[config.mk]
export PLATFORM = sky130hd
export DESIGN_NAME = vga_rtc_overlay
export DESIGN_NICKNAME = d
export VERILOG_FILES = /design/src/rtl/vga_rtc_pkg.sv /design/src/rtl/blink_timer.sv /design/src/rtl/vga_rtc_overlay.sv
export SDC_FILE = /design/constraint.sdc
export NUM_CORES = 1
export LEC_CHECK = 0
export ABC_AREA = 1
export CORE_ASPECT_RATIO = 0.75
export CORE_UTILIZATION = 45
export DETAILED_ROUTE_END_ITERATION = 8
export PLACE_DENSITY = 0.87
export SLEW_MARGIN = 5
export SYNTH_ARGS = -nofsm -noshare
export SYNTH_HDL_FRONTEND = slang
export SYNTH_SLANG_ARGS = --single-unit
[constraint.sdc]
create_clock -name clk -period 2.85 [get_ports clk]
set_input_delay 0.57 -clock clk [delete_from_list [all_inputs] [get_ports clk]]
set_output_delay 0.57 -clock clk [all_outputs]
set_load 0.1 [all_outputs]
[src/rtl/vga_rtc_pkg.sv]
// rtl/vga_rtc_pkg.sv - shared colours, palette and digit encoding for the RTC overlay
package vga_rtc_pkg;

    localparam logic [11:0] BG_COLOR    = 12'h032;
    localparam logic [11:0] ALARM_COLOR = 12'hF00;
    localparam logic [11:0] BLANK_COLOR = 12'h000;
    localparam logic [6:0]  ASCII_ZERO  = 7'h30;
    localparam logic [7:0]  FIELD_NONE  = 8'hFF;
    localparam logic [9:0]  VBLANK_ROW  = 10'd480;

    // Index 0 sits in the rightmost slot of the packed table.
    localparam logic [7:0][11:0] PALETTE = {
        12'h120, 12'h032, 12'h333, 12'h222,
        12'h111, 12'hFFE, 12'h000, 12'h032
    };

    function automatic logic [6:0] bcd_to_ascii(input logic [3:0] nib);
        return ASCII_ZERO + {3'b000, nib};
    endfunction

endpackage

[src/rtl/blink_timer.sv]
// rtl/blink_timer.sv - free-running blink phase generator with synchronous restart
module blink_timer #(
    parameter int BLINK_DIV = 100_000_000
) (
    input  logic clk,
    input  logic reset,
    input  logic restart,
    output logic phase
);

    localparam int            CW   = (BLINK_DIV > 1) ? $clog2(BLINK_DIV) : 1;
    localparam logic [CW-1:0] LAST = CW'(BLINK_DIV - 1);

    logic [CW-1:0] count_q;
    logic          phase_q;

    always_ff @(posedge clk or negedge reset) begin
        if (!reset) begin
            count_q <= '0;
            phase_q <= 1'b0;
        end else if (restart) begin
            count_q <= '0;
            phase_q <= 1'b0;
        end else if (count_q == LAST) begin
            count_q <= '0;
            phase_q <= ~phase_q;
        end else begin
            count_q <= count_q + CW'(1);
        end
    end

    assign phase = phase_q;

endmodule

[src/rtl/vga_rtc_overlay.sv]
// rtl/vga_rtc_overlay.sv - RTC digit snapshot, blink and colour priority mux for VGA output
module vga_rtc_overlay
    import vga_rtc_pkg::*;
#(
    parameter int NUM_FIELDS = 11,
    parameter int BLINK_DIV  = 100_000_000,
    parameter int BANNER_TOP = 472,
    parameter int BANNER_BOT = 479
) (
    input  logic                    clk,
    input  logic                    reset,
    input  logic [9:0]              pixelx,
    input  logic [9:0]              pixely,
    input  logic                    video_on,
    input  logic [8*NUM_FIELDS-1:0] datos,
    input  logic [7:0]              cursor,
    input  logic                    escribir,
    input  logic                    ring,
    input  logic [7:0]              pixel_field,
    input  logic                    glyph_on,
    input  logic                    graficos,
    input  logic [11:0]             dato_memoria,
    input  logic [2:0]              color_addr,
    output logic [14*NUM_FIELDS-1:0] digits_o,
    output logic [11:0]             rgb_o,
    output logic                    blink_o
);

    localparam logic [8:0] FIELD_LIMIT = 9'(NUM_FIELDS);

    logic [9:0]              pixely_q;
    logic                    hist_vld_q;
    logic                    ring_q;
    logic [8*NUM_FIELDS-1:0] shadow_q, shadow_d;
    logic [11:0]             rgb_q, rgb_d;
    logic                    snap, ring_rise, in_banner, edit_blank, blink;
    logic                    unused_pixelx;

    assign unused_pixelx = ^pixelx;

    // History is only trusted once a full cycle has passed since reset, so a
    // reset released on row 480 cannot fake a 479->480 transition.
    assign snap      = hist_vld_q && (pixely == VBLANK_ROW) && (pixely_q < VBLANK_ROW);
    assign ring_rise = ring && !ring_q;
    assign in_banner = ring && (pixely >= 10'(BANNER_TOP)) && (pixely <= 10'(BANNER_BOT));
    assign edit_blank = escribir && blink && (pixel_field != FIELD_NONE)
                      && ({1'b0, cursor} < FIELD_LIMIT) && (pixel_field == cursor);
    assign shadow_d  = snap ? datos : shadow_q;

    blink_timer #(.BLINK_DIV(BLINK_DIV)) u_blink (
        .clk     (clk),
        .reset   (reset),
        .restart (ring_rise),
        .phase   (blink)
    );

    always_comb begin
        rgb_d = glyph_on ? PALETTE[color_addr] : BG_COLOR;
        if (!video_on)
            rgb_d = BLANK_COLOR;
        else if (graficos)
            rgb_d = dato_memoria;
        else if (in_banner)
            rgb_d = blink ? ALARM_COLOR : PALETTE[color_addr];
        else if (edit_blank)
            rgb_d = BG_COLOR;
    end

    always_ff @(posedge clk or negedge reset) begin
        if (!reset) begin
            pixely_q   <= '0;
            hist_vld_q <= 1'b0;
            ring_q     <= 1'b0;
            shadow_q   <= '0;
            rgb_q      <= BLANK_COLOR;
        end else begin
            pixely_q   <= pixely;
            hist_vld_q <= 1'b1;
            ring_q     <= ring;
            shadow_q   <= shadow_d;
            rgb_q      <= rgb_d;
        end
    end

    for (genvar k = 0; k < NUM_FIELDS; k++) begin : g_digit
        assign digits_o[14*k +: 7]   = bcd_to_ascii(shadow_q[8*k +: 4]);
        assign digits_o[14*k+7 +: 7] = bcd_to_ascii(shadow_q[8*k+4 +: 4]);
    end

    assign rgb_o   = rgb_q;
    assign blink_o = blink;

endmodule

# After elaboration in Yosys (flattened, before gate mapping)
# Memory sizes are Yosys's and may differ from the RTL's.
# Cells that the tools add are included.
# totals
register_bits	140
romBits	96
in_bits	146
n_memories	1
# mem_list
memory	words	word_bits	rd	rd_clocked_by_memory_dff	wr	line	rtl
(name not given)	8	12	1	0	0	vga_rtc_overlay.sv:64	rgb_d = blink ? ALARM_COLOR : PALETTE[color_addr];
# classes
n_addsub	23
n_lt_le_gt_ge	5
eq_ne	4
n_mux	11
bitwise_logic	1
reduce_logical	11
# ops
cell	count
$add 6x4->7 const A	22
$mux 12	7
$mux 27	2
$add 27x1->27 const B	1
$eq 27x27->1 const B	1
$eq 10x9->1 const B	1
$ge 10x9->1 const B	1
$le 10x9->1 const B	1
$lt 10x9->1 const B	1
$logic_and 1x1->1	9
$eq 8x8->1	1
$lt 8x4->1 const B	1
$ne 8x8->1 const B	1
$lt 3x4->1 const B	1
$mux 1	2
$reduce_bool 2->1	1
$logic_not 1->1	1
$not 1->1	1

# Longest topological paths before layout
# Gate-level depths: netlist of the first run.
# depth
depth_word	8
ltp_mapped	11
depth_no_buf	11

# Modules after synthesis
# From an unflattened synthesis of the first run, not the netlist that was laid out.
# hier_totals
hier_cells	879
area_unflattened_um2	7235.7
# by_module_without_submodules
mod	instances	cells_each	area_each_um2	seq_area_each_um2
vga_rtc_overlay	1	638	5517.8	2677.6
blink_timer	1	241	1717.9	700.7

# Worst setup path before layout of the first run
# Ideal clock, no wire load.
# synth_path
kind	reg2reg
from	register u_blink.phase_q, in the netlist u_blink.phase
to	register rgb_q[1], in the netlist rgb_o[1]
arrival_time_ns	1.760
setup_slack_ns	1.019
stages_incl_launch_ff	11
n_path_buf	0
synth_period_minus_slack_ns	1.831
cell_sequence	dfrtp_1 -> nand2_1 -> inv_1 -> nand2_1 -> nor2_1 -> nand2_1 -> o21bai_1 -> nand2_1 -> nand3_1 -> nand2_1 -> nor2_1
# synth_between
elab_chain_len	8
elab_cells_between_ends	9
cone_classes	mux (5); reduce/logical (4)
# synth_lines
element	line	rtl
start: declaration	blink_timer.sv:15	logic phase_q;
start signal: assignment	blink_timer.sv:26	phase_q <= ~phase_q;
$logic_and 1x1->1 (2 in series)	vga_rtc_overlay.sv:46	assign edit_blank = escribir && blink && (pixel_field != FIELD_NONE)
$logic_and 1x1->1 (2 in series)	vga_rtc_overlay.sv:47	&& ({1'b0, cursor} < FIELD_LIMIT) && (pixel_field == cursor);
$mux 12	vga_rtc_overlay.sv:65	else if (edit_blank)
$mux 12 *	vga_rtc_overlay.sv:63	else if (in_banner)
$mux 12 *	vga_rtc_overlay.sv:61	else if (graficos)
$mux 12 *	vga_rtc_overlay.sv:59	if (!video_on)
net rgb_d[1]	vga_rtc_overlay.sv:35	logic [11:0] rgb_q, rgb_d;
end signal: assignment	vga_rtc_overlay.sv:81	rgb_q <= rgb_d;
end: declaration	vga_rtc_overlay.sv:35	
# Mark *: on every way through the listed nets, which the timed path passes. The rest lies on a longest branch.
# A chain may end at the register's enable or synchronous reset.

# Worst setup path in the final report of the first run
# layout_path
from	input pixely[8]
to	register shadow_q[75]
# layout_between
elab_chain_len	3
# layout_lines
element	line	rtl
start: declaration	vga_rtc_overlay.sv:13	input logic [9:0] pixely,
$eq 10x9->1	vga_rtc_overlay.sv:43	assign snap = hist_vld_q && (pixely == VBLANK_ROW) && (pixely_q < VBLANK_ROW);
$logic_and 1x1->1 (2 in series)	vga_rtc_overlay.sv:43	
end signal: assignment	vga_rtc_overlay.sv:80	shadow_q <= shadow_d;
end: declaration	vga_rtc_overlay.sv:34	logic [8*NUM_FIELDS-1:0] shadow_q, shadow_d;
# No other way between the ends.

==> results by group, run 1 <==
Outcome
  – Status: finished, final reports clean

Timing
  – Slew @ Worst Pin: 0.525 ns
  – RSZ-0062 raised after global routing: false
  – Setup violators final: 0
  – Clk_skew: 0.0105 ns
  – Maximum clock rate: 0.477 GHz
  – Minimum clock period: 2.10 ns
  – Setup tns final: 0 ns
  – Final slew viol count: 0
  – Final WS setup: 0.752 ns
  – Endpoints failing hold: 0
  – Post-route clock period utilization: 0.736
  – WHS: 0.107 ns
  – Slew headroom: 0.650

Die
  – Core ar.: 14500 µm²
  – Vert. Die Dim: 108 µm
  – Ports: 313
  – # rows: 38
  – Horiz. Die Dim: 143 µm
  – Initial core utilization: 0.463
  – Die area: 15400 µm²

Yosys
  – Post-Synth Adder-Cell Area: 0.00932
  – Yosys warns: 0
  – Ys async rst share: 1.00
  – Post-Synth XOR/XNOR Area: 0.0274
  – Main area contributors after synthesis: dfrtp_1, nand2_1, inv_1
  – Largest family of logic cells by synthesized area: simple AND/OR/NAND/NOR gates
  – Seq cells post-synth: 135
  – Main synth FF type: dfrtp_1
  – Simple logic cell fraction of the synthesized area: 0.196
  – Complex-gate fraction of the synthesized area: 0.0913
  – Mux share of post-synthesis cell area: 0
  – Most instantiated cells after synthesis: nand2_1, inv_1, dfrtp_1
  – Area leader, netlist: dfrtp_1
  – Distinct cells, synth: 34
  – Mapped Avg Cell Area: 8.11 µm²
  – Synth Instances: 828
  – Seq/Total Area, Yosys: 0.503
  – Post-synth EDFFs: 0
  – Post-synth top area share: 0.503
  – Synth Cell Area: 6710 µm²
  – Most common cell in the netlist: nand2_1

Critical path
  – Worst R2R Setup Slack: 0.95 ns
  – R2R Path End: u_blink.phase$_DFFE_PN0P_
  – Reg2Reg Depth: 10
  – CP Launch Point: pixely[8]
  – Worst Path Required: 3.16 ns
  – Reg-to-reg startpoint: u_blink.count_q[0]$_DFF_PN0_
  – Crit path kind: primary input to register
  – Crit path capture: shadow_q[75]$_DFFE_PN0P_
  – Worst Setup Start Kind: primary input
  – Element type at the critical path end: register
  – Worst-path fanout max: 99
  – Arr. time, crit path: 2.41 ns

Detailed routing
  – Routed Antenna Nets: 0
  – Routed via count: 5698
  – Drt via density: 4.46
  – Routed WL: 16.2 mm
  – DR WL/cell: 12.7 µm
  – TritonRoute pass-1 iters: 5
  – Initial DRC Count: 375
  – DRC viols: 0

Clock network
  – CTS resizes: 0
  – CTS Buffer Depth: 2
  – Num CTS Buffers: 17
  – Clock sinks: 135
  – Root Driver: clkbuf_16
  – CTS tree: built
  – Post-CTS Hold Fix Bufs: 0
  – Clk_lat worst skew: 0.41 ns
  – # H-tree levels: 4
  – CTS clk-pin slew, worst paths: 0.07 ns
  – Post-CTS Setup Repair Bufs: 0

Place
  – Routability cong.: 0.927
  – Dpl cell area: 8810 µm²
  – HPWL after detailed placement: 12.2 mm
  – Worst slack at placement: 0.359 ns
  – # port buffers: 236

Final layout
  – Layout area overhead: 40.8%
  – Diodes inserted: 0
  – Final instance area: 9450 µm²
  – # nets final: 1216
  – Fillers: 1141
  – Share of layout cells above drive strength 1: 0.146

Power
  – Power, Total: 5.29 mW
  – Pwr dens: 560 nW/µm²
  – Leak: 4.89 nW
  – Maximum vdd drop: 0.506 mV

Global route
  – Total global routing overflow: 0
  – Global-route usage over all layers: 0.210
  – First-pass GRT wire length: 25.1 mm
  – Number of global-route vias before repair: 5137
  – Antenna violations before repair: 0
  – Largest net degree at the start of global routing: 100

Hold path
  – Hold crit path type: primary input to asynchronous set/reset pin

Flow run
  – Number of max-cap violations: 0
==> worst max-delay path: stages <==
cell	delay [ns]
clkdlybuf4s50_1	0.52
nand4_1	0.13
a41oi_1	0.33
nand3_4	0.27
buf_12	0.28
o21ai_0	0.25
==> through the flow <==
stage               cells  utilization
finish               1278        0.652
global route         1278        0.652
CTS                  1278        0.652
detailed placement   1246        0.608
global placement     1246        0.608
floorplan             893            -
==> layer usage <==
metal | wire length, µm | track usage
met1 | 7060 | 0.276
met5 | 0 | 0
met4 | 222 | 0.0737
met2 | 7730 | 0.338
met3 | 1150 | 0.0494
==> final cells by class <==
class	count	area, µm²	area share
Tap cell	200	250	0.0265
Sequential cell	135	3380	0.357
Clock buffer	17	425	0.0450
Multi-Input combinational cell	520	2440	0.258
Inverter	148	556	0.0588
Timing Repair Buffer	243	2190	0.232
Clock inverter	15	210	0.0222
==> flip-flops by register name (all words and copies together), names as in the netlist <==
signal and count:
u_blink.count_q 27, rgb_o 12, pixely_q 5, hist_vld_q 1
shadow_q 88, ring_q 1, u_blink.phase 1
==> cells by family (layout without fill, tap and decap cells) <==
kind of cell    Yosys count  in the layout
simple gates            307            307
buf+inv                 238            423
flops                   135            135
compound gates          120            120
xor+xnor                 21             21
fa+ha+maj                 5              5
other cells               2             67
==> cell usage in the layout (no fill, tap or decap), drive strengths merged, types with 7 or more instances in the layout <==
| master | count |
|---|---|
| nand4 | 7 |
| xnor2 | 8 |
| xor2 | 13 |
| a21oi | 13 |
| buf | 109 |
| o21ai | 102 |
| nand2 | 184 |
| clkdlybuf4s50 | 134 |
| nor3 | 17 |
| clkbuf | 17 |
| nor2 | 65 |
| dfrtp | 135 |
| conb | 67 |
| inv | 156 |
| nand3 | 27 |
==> report_power, final <==
part           switching (mW)  internal, mW
Combinational           0.717         0.254
Sequential             0.0342          1.96
Clock                   0.904          1.42
Total                    1.66          3.64
==> worst min path at each step <==
stage                        startpoint                       end  slack (ns)  cells after the start
6_report                          reset  shadow_q[84]$_DFFE_PN0P_        0.11                      1
3_3_place_gp   shadow_q[55]$_DFFE_PN0P_  shadow_q[55]$_DFFE_PN0P_        0.47                      2
4_1_cts                           reset  shadow_q[84]$_DFFE_PN0P_        0.12                      1
5_1_grt                           reset  shadow_q[84]$_DFFE_PN0P_        0.14                      1
2_1_floorplan                     reset      hist_vld_q$_DFF_PN0_        0.27                      0
3_5_place_dp   shadow_q[67]$_DFFE_PN0P_  shadow_q[67]$_DFFE_PN0P_        0.47                      2
Note: power is estimated with default switching activity, not from simulation.
==> inputs of run 2 (changes only) <==
--- a/config.mk
+++ b/config.mk
@@ -7,9 +7,9 @@
 export LEC_CHECK = 0
 export ABC_AREA = 1
 export CORE_ASPECT_RATIO = 0.75
-export CORE_UTILIZATION = 45
+export CORE_UTILIZATION = 42
 export DETAILED_ROUTE_END_ITERATION = 8
-export PLACE_DENSITY = 0.87
+export PLACE_DENSITY = 0.82
 export SLEW_MARGIN = 5
 export SYNTH_ARGS = -nofsm -noshare
 export SYNTH_HDL_FRONTEND = slang
==> constraint.sdc (replaced) <==
create_clock -name clk -period 2.1 [get_ports clk]
set_input_delay 0.42 -clock clk [delete_from_list [all_inputs] [get_ports clk]]
set_output_delay 0.42 -clock clk [all_outputs]
set_load 0.1 [all_outputs]
==> results by group, run 2 (synthesized netlist as in run 1, its figures left out) <==
Detailed routing
  – Routed WL: 16.6 mm (was 16.2 mm)
  – Drt via density: 4.45 (was 4.46)
  – Initial DRC Count: 402 (was 375)
  – DR WL/cell: 12.8 µm (was 12.7 µm)
  – Routed Antenna Nets: 0 (unchanged)
  – DRC viols: 0 (unchanged)
  – Routed via count: 5739 (was 5698)
  – TritonRoute pass-1 iters: 5 (unchanged)

Critical path
  – Crit path kind: register to register (was primary input to register)
  – Worst-path fanout max: 13 (was 99)
  – CP Launch Point: u_blink.count_q[0]$_DFF_PN0_ (was pixely[8])
  – Worst Path Required: 2.40 ns (was 3.16 ns)
  – Arr. time, crit path: 2.20 ns (was 2.41 ns)
  – Worst Setup Start Kind: register (was primary input)
  – Reg-to-reg startpoint: u_blink.count_q[0]$_DFF_PN0_ (unchanged)
  – Reg2Reg Depth: 10 (unchanged)
  – Element type at the critical path end: register (unchanged)

Hold path
  – Min-delay src: shadow_q[6]$_DFFE_PN0P_
  – Hold path cells: 2
  – Hold crit path type: register to register (was primary input to asynchronous set/reset pin)

Clock network
  – Clk_lat worst skew: 0.41 ns (about the same)
  – # H-tree levels: 4 (unchanged)
  – Root Driver: clkbuf_16 (unchanged)
  – CTS resizes: 0 (unchanged)
  – Num CTS Buffers: 17 (unchanged)
  – CTS tree: built (unchanged)
  – CTS clk-pin slew, worst paths: 0.07 ns (about the same)
  – CTS Buffer Depth: 2 (unchanged)
  – Clock sinks: 135 (unchanged)

Power
  – Sw Pwr: 2.26 mW (was 1.66 mW)
  – Combinational share of power: 0.190 (was 0.183)
  – Internal: 4.70 mW (was 3.64 mW)
  – Sw frac: 0.324 (was 0.313)
  – Maximum vdd drop: 0.508 mV (was 0.506 mV)
  – Reg power frac: 0.389 (was 0.377)
  – Clock power frac: 0.421 (was 0.439)
  – Pwr dens: 734 nW/µm² (was 560 nW/µm²)
  – Leak: 4.91 nW (was 4.89 nW)
  – Power, Total: 6.95 mW (was 5.29 mW)

Global route
  – Total global routing overflow: 0 (unchanged)
  – Antenna violations before repair: 0 (unchanged)
  – First-pass GRT wire length: 27.3 mm (was 25.1 mm)
  – Global-route usage over all layers: 0.207 (was 0.210)
  – Largest net degree at the start of global routing: 75 (was 100)
  – Number of global-route vias before repair: 5529 (was 5137)

Timing
  – Minimum clock period: 1.90 ns
  – RSZ-0062 raised after global routing: false (unchanged)
  – Endpoints failing hold: 0 (unchanged)
  – Slew headroom: 0.650 (about the same)
  – Post-route clock period utilization: 0.904
  – Maximum clock rate: 0.527 GHz
  – Slew @ Worst Pin: 0.524 ns (was 0.525 ns)
  – Clk_skew: 0.0114 ns (was 0.0105 ns)
  – Final slew viol count: 0 (unchanged)
  – Setup violators final: 0 (unchanged)
  – Setup tns final: 0 ns (unchanged)

Final layout
  – Layout area overhead: 41.1% (was 40.8%)
  – Largest Register: shadow_q (unchanged)
  – Fillers: 1318 (was 1141)
  – # nets final: 1223 (was 1216)
  – Commonest non-fill, non-tap cells in the layout: nand2_1, inv_1, dfrtp_1 (unchanged)
  – Share of layout cells above drive strength 1: 0.150 (was 0.146)
  – Most common cell after layout, fill and taps aside: nand2_1 (unchanged)
  – Final instance area: 9480 µm² (was 9450 µm²)
  – Largest register FFs: 88 (unchanged)
  – Diodes inserted: 0 (unchanged)

Die
  – Ports: 313 (unchanged)
  – Die area: 16500 µm² (was 15400 µm²)
  – Core ar.: 15400 µm² (was 14500 µm²)
  – # rows: 39 (was 38)
  – Vert. Die Dim: 111 µm (was 108 µm)
  – Initial core utilization: 0.435 (was 0.463)
  – Horiz. Die Dim: 148 µm (was 143 µm)

Outcome
  – Status: finished, final reports clean (unchanged)

Place
  – # port buffers: 236 (unchanged)
  – HPWL after detailed placement: 12.5 mm (was 12.2 mm)
  – Routability cong.: 0.887 (was 0.927)
  – Dpl cell area: 8880 µm² (was 8810 µm²)

Flow run
  – Number of max-cap violations: 0 (unchanged)
[run 2: cell type report]
class | instances | area (µm²) | share of cell area
Timing Repair Buffer | 250 | 2260 | 0.238
Tap cell | 205 | 256 | 0.0271
Multi-Input combinational cell | 520 | 2440 | 0.258
Clock inverter | 15 | 161 | 0.0170
Sequential cell | 135 | 3380 | 0.357
Inverter | 148 | 556 | 0.0586
Clock buffer | 17 | 425 | 0.0449
[run 2: power groups by stage]
stage	sequential [mW]	combinational, mW	clock [mW]
after floorplan	2.95	0.792	0
after global placement	2.75	1.31	0
after detailed placement	2.75	1.32	0
after CTS	2.71	1.33	2.98
after global routing	2.71	1.40	3.12
final	2.71	1.32	2.92
[run 2: what timing repair did]
action / in CTS / in global routing
hold endpoints to repair: 43 / 0
hold buffers: 1 / 0
setup buffers: 0 / 0
[run 2: path summary, 6_finish.rpt]
path | end | slack [ns]
max reg2reg | u_blink.phase$_DFFE_PN0P_ | 0.20
min in group asynchronous | shadow_q[10]$_DFFE_PN0P_ | 0.52
max | u_blink.phase$_DFFE_PN0P_ | 0.20
min reg2reg | shadow_q[6]$_DFFE_PN0P_ | 0.49
min | shadow_q[6]$_DFFE_PN0P_ | 0.49
max in group asynchronous | shadow_q[56]$_DFFE_PN0P_ | 0.92
[run 2: routing by layer]
metal | GRT usage | routed length (µm) | share of wire
met3 | 0.0410 | 943 | 0.057
met4 | 0.0687 | 280 | 0.017
met1 | 0.274 | 7400 | 0.45
met2 | 0.340 | 7960 | 0.48
met5 | 0 | 0 | 0
[run 2: critical path: stages, from the launching register on]
cell	delay [ns]
dfrtp_1	0.45
ha_1	0.23
nand2_2	0.08
nor2_4	0.17
nand2_2	0.11
inv_2	0.08
nand4_2	0.10
nor2_4	0.19
inv_2	0.09
nand2_4	0.17
o21ai_0	0.10
[run 2: stage by stage]
stage | hold WS, ns | util | instances | worst slack, ns
2_1_floorplan | 0.124 | - | 893 | 0.269
3_3_place_gp | 0.373 | 0.576 | 1257 | -0.0211
5_1_grt | 0.488 | 0.614 | 1290 | 0.0515
4_1_cts | 0.480 | 0.614 | 1290 | 0.210
6_report | 0.487 | 0.614 | 1290 | 0.201
3_5_place_dp | 0.372 | 0.576 | 1257 | -0.132
==> inputs of run 3 (changes only) <==
==> constraint.sdc (replaced) <==
create_clock -name clk -period 1.9 [get_ports clk]
set_input_delay 0.38 -clock clk [delete_from_list [all_inputs] [get_ports clk]]
set_output_delay 0.38 -clock clk [all_outputs]
set_load 0.1 [all_outputs]
==> results by group, run 3 (synthesized netlist as in run 1, its figures left out) <==
Outcome
  – Status: finished, violations left (was finished, final reports clean)
  – Failing checks: DRC

Power
  – Combinational share of power: 0.193 (was 0.190)
  – Reg power frac: 0.388 (was 0.389)
  – Internal: 5.21 mW (was 4.70 mW)
  – Leak: 5.00 nW (was 4.91 nW)
  – Sw Pwr: 2.51 mW (was 2.26 mW)
  – Maximum vdd drop: 0.632 mV (was 0.508 mV)
  – Sw frac: 0.325 (was 0.324)
  – Clock power frac: 0.419 (was 0.421)
  – Pwr dens: 799 nW/µm² (was 734 nW/µm²)

Critical path
  – Reg-to-reg startpoint: u_blink.count_q[1]$_DFF_PN0_ (was u_blink.count_q[0]$_DFF_PN0_)
  – CP peak stage delay: 0.39 ns (was 0.45 ns)
  – Worst Setup Start Kind: register (unchanged)
  – Arr. time, crit path: 2.03 ns (was 2.20 ns)
  – Worst Path Required: 2.20 ns (was 2.40 ns)
  – CP Launch Point: u_blink.count_q[1]$_DFF_PN0_ (was u_blink.count_q[0]$_DFF_PN0_)
  – Reg2Reg Depth: 10 (unchanged)
  – CP top delay family: simple AND/OR/NAND/NOR gates (unchanged)
  – CP max-delay cell: dfrtp_1 (unchanged)
  – CP Cell Sequence: ha_1 -> nand2_2 -> nor2_4 -> nand2_2 -> inv_2 -> nand4_2 -> nor2_4 -> inv_2 -> nand2_4 -> o21ai_0 (unchanged)
  – Element type at the critical path end: register (unchanged)
  – R2R Path End: u_blink.phase$_DFFE_PN0P_ (unchanged)
  – Worst-path fanout max: 13 (unchanged)
  – Crit path kind: register to register (unchanged)
  – Worst R2R Setup Slack: 0.17 ns (was 0.20 ns)
  – CP bufs+invs: 2 (unchanged)

Flow run
  – Number of max-cap violations: 0 (unchanged)

Die
  – Die area: 16500 µm² (unchanged)
  – Horiz. Die Dim: 148 µm (unchanged)
  – Ports: 313 (unchanged)
  – Core ar.: 15400 µm² (unchanged)
  – Vert. Die Dim: 111 µm (unchanged)
  – Initial core utilization: 0.435 (unchanged)
  – # rows: 39 (unchanged)

Final layout
  – Commonest non-fill, non-tap cells in the layout: nand2_1, inv_1, dfrtp_1 (unchanged)
  – Largest register FFs: 88 (unchanged)
  – Share of layout cells above drive strength 1: 0.162 (was 0.150)
  – Largest Register: shadow_q (unchanged)
  – Fin cells: 1305 (was 1290)
  – Diodes inserted: 0 (unchanged)
  – # nets final: 1238 (was 1223)
  – Most common cell after layout, fill and taps aside: nand2_1 (unchanged)
  – Final instance area: 9660 µm² (was 9480 µm²)
  – Layout area overhead: 43.8% (was 41.1%)

Clock network
  – Root Driver: clkbuf_16 (unchanged)
  – Num CTS Buffers: 17 (unchanged)
  – Clock sinks: 135 (unchanged)
  – CTS clk-pin slew, worst paths: 0.07 ns (about the same)
  – # H-tree levels: 4 (unchanged)
  – CTS resizes: 0 (unchanged)
  – Clk_lat worst skew: 0.42 ns (was 0.41 ns)
  – CTS tree: built (unchanged)
  – CTS Buffer Depth: 2 (unchanged)

Timing
  – Final WS setup: 0.166 ns (was 0.201 ns)
  – Minimum clock period: 1.73 ns (was 1.90 ns)
  – Endpoints failing hold: 0 (unchanged)
  – Final slew viol count: 0 (unchanged)
  – Clk_skew: 0.00996 ns (was 0.0114 ns)
  – RSZ-0062 raised after global routing: false (unchanged)
  – Maximum clock rate: 0.577 GHz (was 0.527 GHz)
  – Setup violators final: 0 (unchanged)
  – Post-route clock period utilization: 0.913 (was 0.904)

Detailed routing
  – Drt via density: 4.43 (was 4.45)
  – Routed Antenna Nets: 0 (unchanged)
  – Initial DRC Count: 376 (was 402)
  – Routed via count: 5787 (was 5739)
  – DR WL/cell: 13.2 µm (was 12.8 µm)
  – DRC viols: 2 (was 0)
  – Routed WL: 17.3 mm (was 16.6 mm)
  – TritonRoute pass-1 iters: 7 (was 5)

Place
  – HPWL after detailed placement: 12.9 mm (was 12.5 mm)
  – # port buffers: 236 (unchanged)
  – Placed Cells: 1272 (was 1257)
  – Routability cong.: 0.880 (was 0.887)
  – Dpl cell area: 9070 µm² (was 8880 µm²)
  – Worst slack at placement: -0.165 ns (was -0.132 ns)

Global route
  – Antenna violations before repair: 0 (unchanged)
  – Total global routing overflow: 0 (unchanged)
  – First-pass GRT wire length: 27.7 mm (was 27.3 mm)
  – Global-route usage over all layers: 0.215 (was 0.207)
  – Number of global-route vias before repair: 5486 (was 5529)
  – Largest net degree at the start of global routing: 93 (was 75)

Hold path
  – Hold path cells: 1 (was 2)
  – Hold crit path type: primary input to register (was register to register)
  – Min-delay src: pixely[8] (was shadow_q[6]$_DFFE_PN0P_)
  – Hold Path Sink: pixely_q[8]$_DFF_PN0_ (was shadow_q[6]$_DFFE_PN0P_)
[run 3: cell type report]
cell class                      count  area (µm²)
Tap cell                          205         256
Timing Repair Buffer              265        2440
Sequential cell                   135        3380
Multi-Input combinational cell    520        2440
Clock inverter                     15         155
Fill cell                        1274        5760
Inverter                          148         556
Clock buffer                       17         425
[run 3: timing repair]
item | in CTS | in global routing
endpoints found under the setup margin | 0 | 0
endpoints found under the hold margin | 43 | 0
hold buffers | 1 | 0
setup buffers | 0 | 0
[run 3: per-layer routing]
metal / up-vias / track usage / part of all wire
met5: - / 0 / 0
li1: 2925 / - / -
met1: 2632 / 0.269 / 0.43
met3: 27 / 0.0529 / 0.062
met2: 203 / 0.364 / 0.49
met4: 0 / 0.0729 / 0.020
[run 3: per-stage QoR]
stage               utilization  hold WS (ns)  TNS (ns)  power, mW
floorplan                     -        0.0844         0       4.14
global placement          0.588         0.357     -8.80       4.51
detailed placement        0.588         0.359     -9.81       4.53
CTS                       0.626         0.426         0       7.78
global route              0.626         0.424         0       8.03
finish                    0.626         0.441         0       7.71
[run 3: worst max path at each step]
| stage | end | slack [ns] | cells after the start |
|---|---|---|---|
| floorplan | rgb_o[1]$_DFF_PN0_ | 0.07 | 10 |
| global placement | shadow_q[85]$_DFFE_PN0P_ | -0.12 | 8 |
| detailed placement | shadow_q[67]$_DFFE_PN0P_ | -0.17 | 7 |
| CTS | u_blink.phase$_DFFE_PN0P_ | 0.16 | 10 |
| global route | u_blink.phase$_DFFE_PN0P_ | 0.0008 | 10 |
| finish | u_blink.phase$_DFFE_PN0P_ | 0.17 | 10 |
[run 3: worst reg2reg max path, stage by stage (launching register included)]
cell and delay, ns:
dfrtp_1 0.39, ha_1 0.20, nand2_2 0.08, nor2_4 0.16, nand2_2 0.10, inv_2 0.09
nand4_2 0.11, nor2_4 0.14, inv_2 0.08, nand2_4 0.17, o21ai_0 0.10
[run 3: power by group through the flow]
stage | clock (mW) | sequential [mW] | combinational (mW)
final | 3.23 | 2.99 | 1.49
after global routing | 3.45 | 3.00 | 1.58
after global placement | 0 | 3.04 | 1.47
after CTS | 3.30 | 2.99 | 1.50
after floorplan | 0 | 3.26 | 0.876
after detailed placement | 0 | 3.04 | 1.49
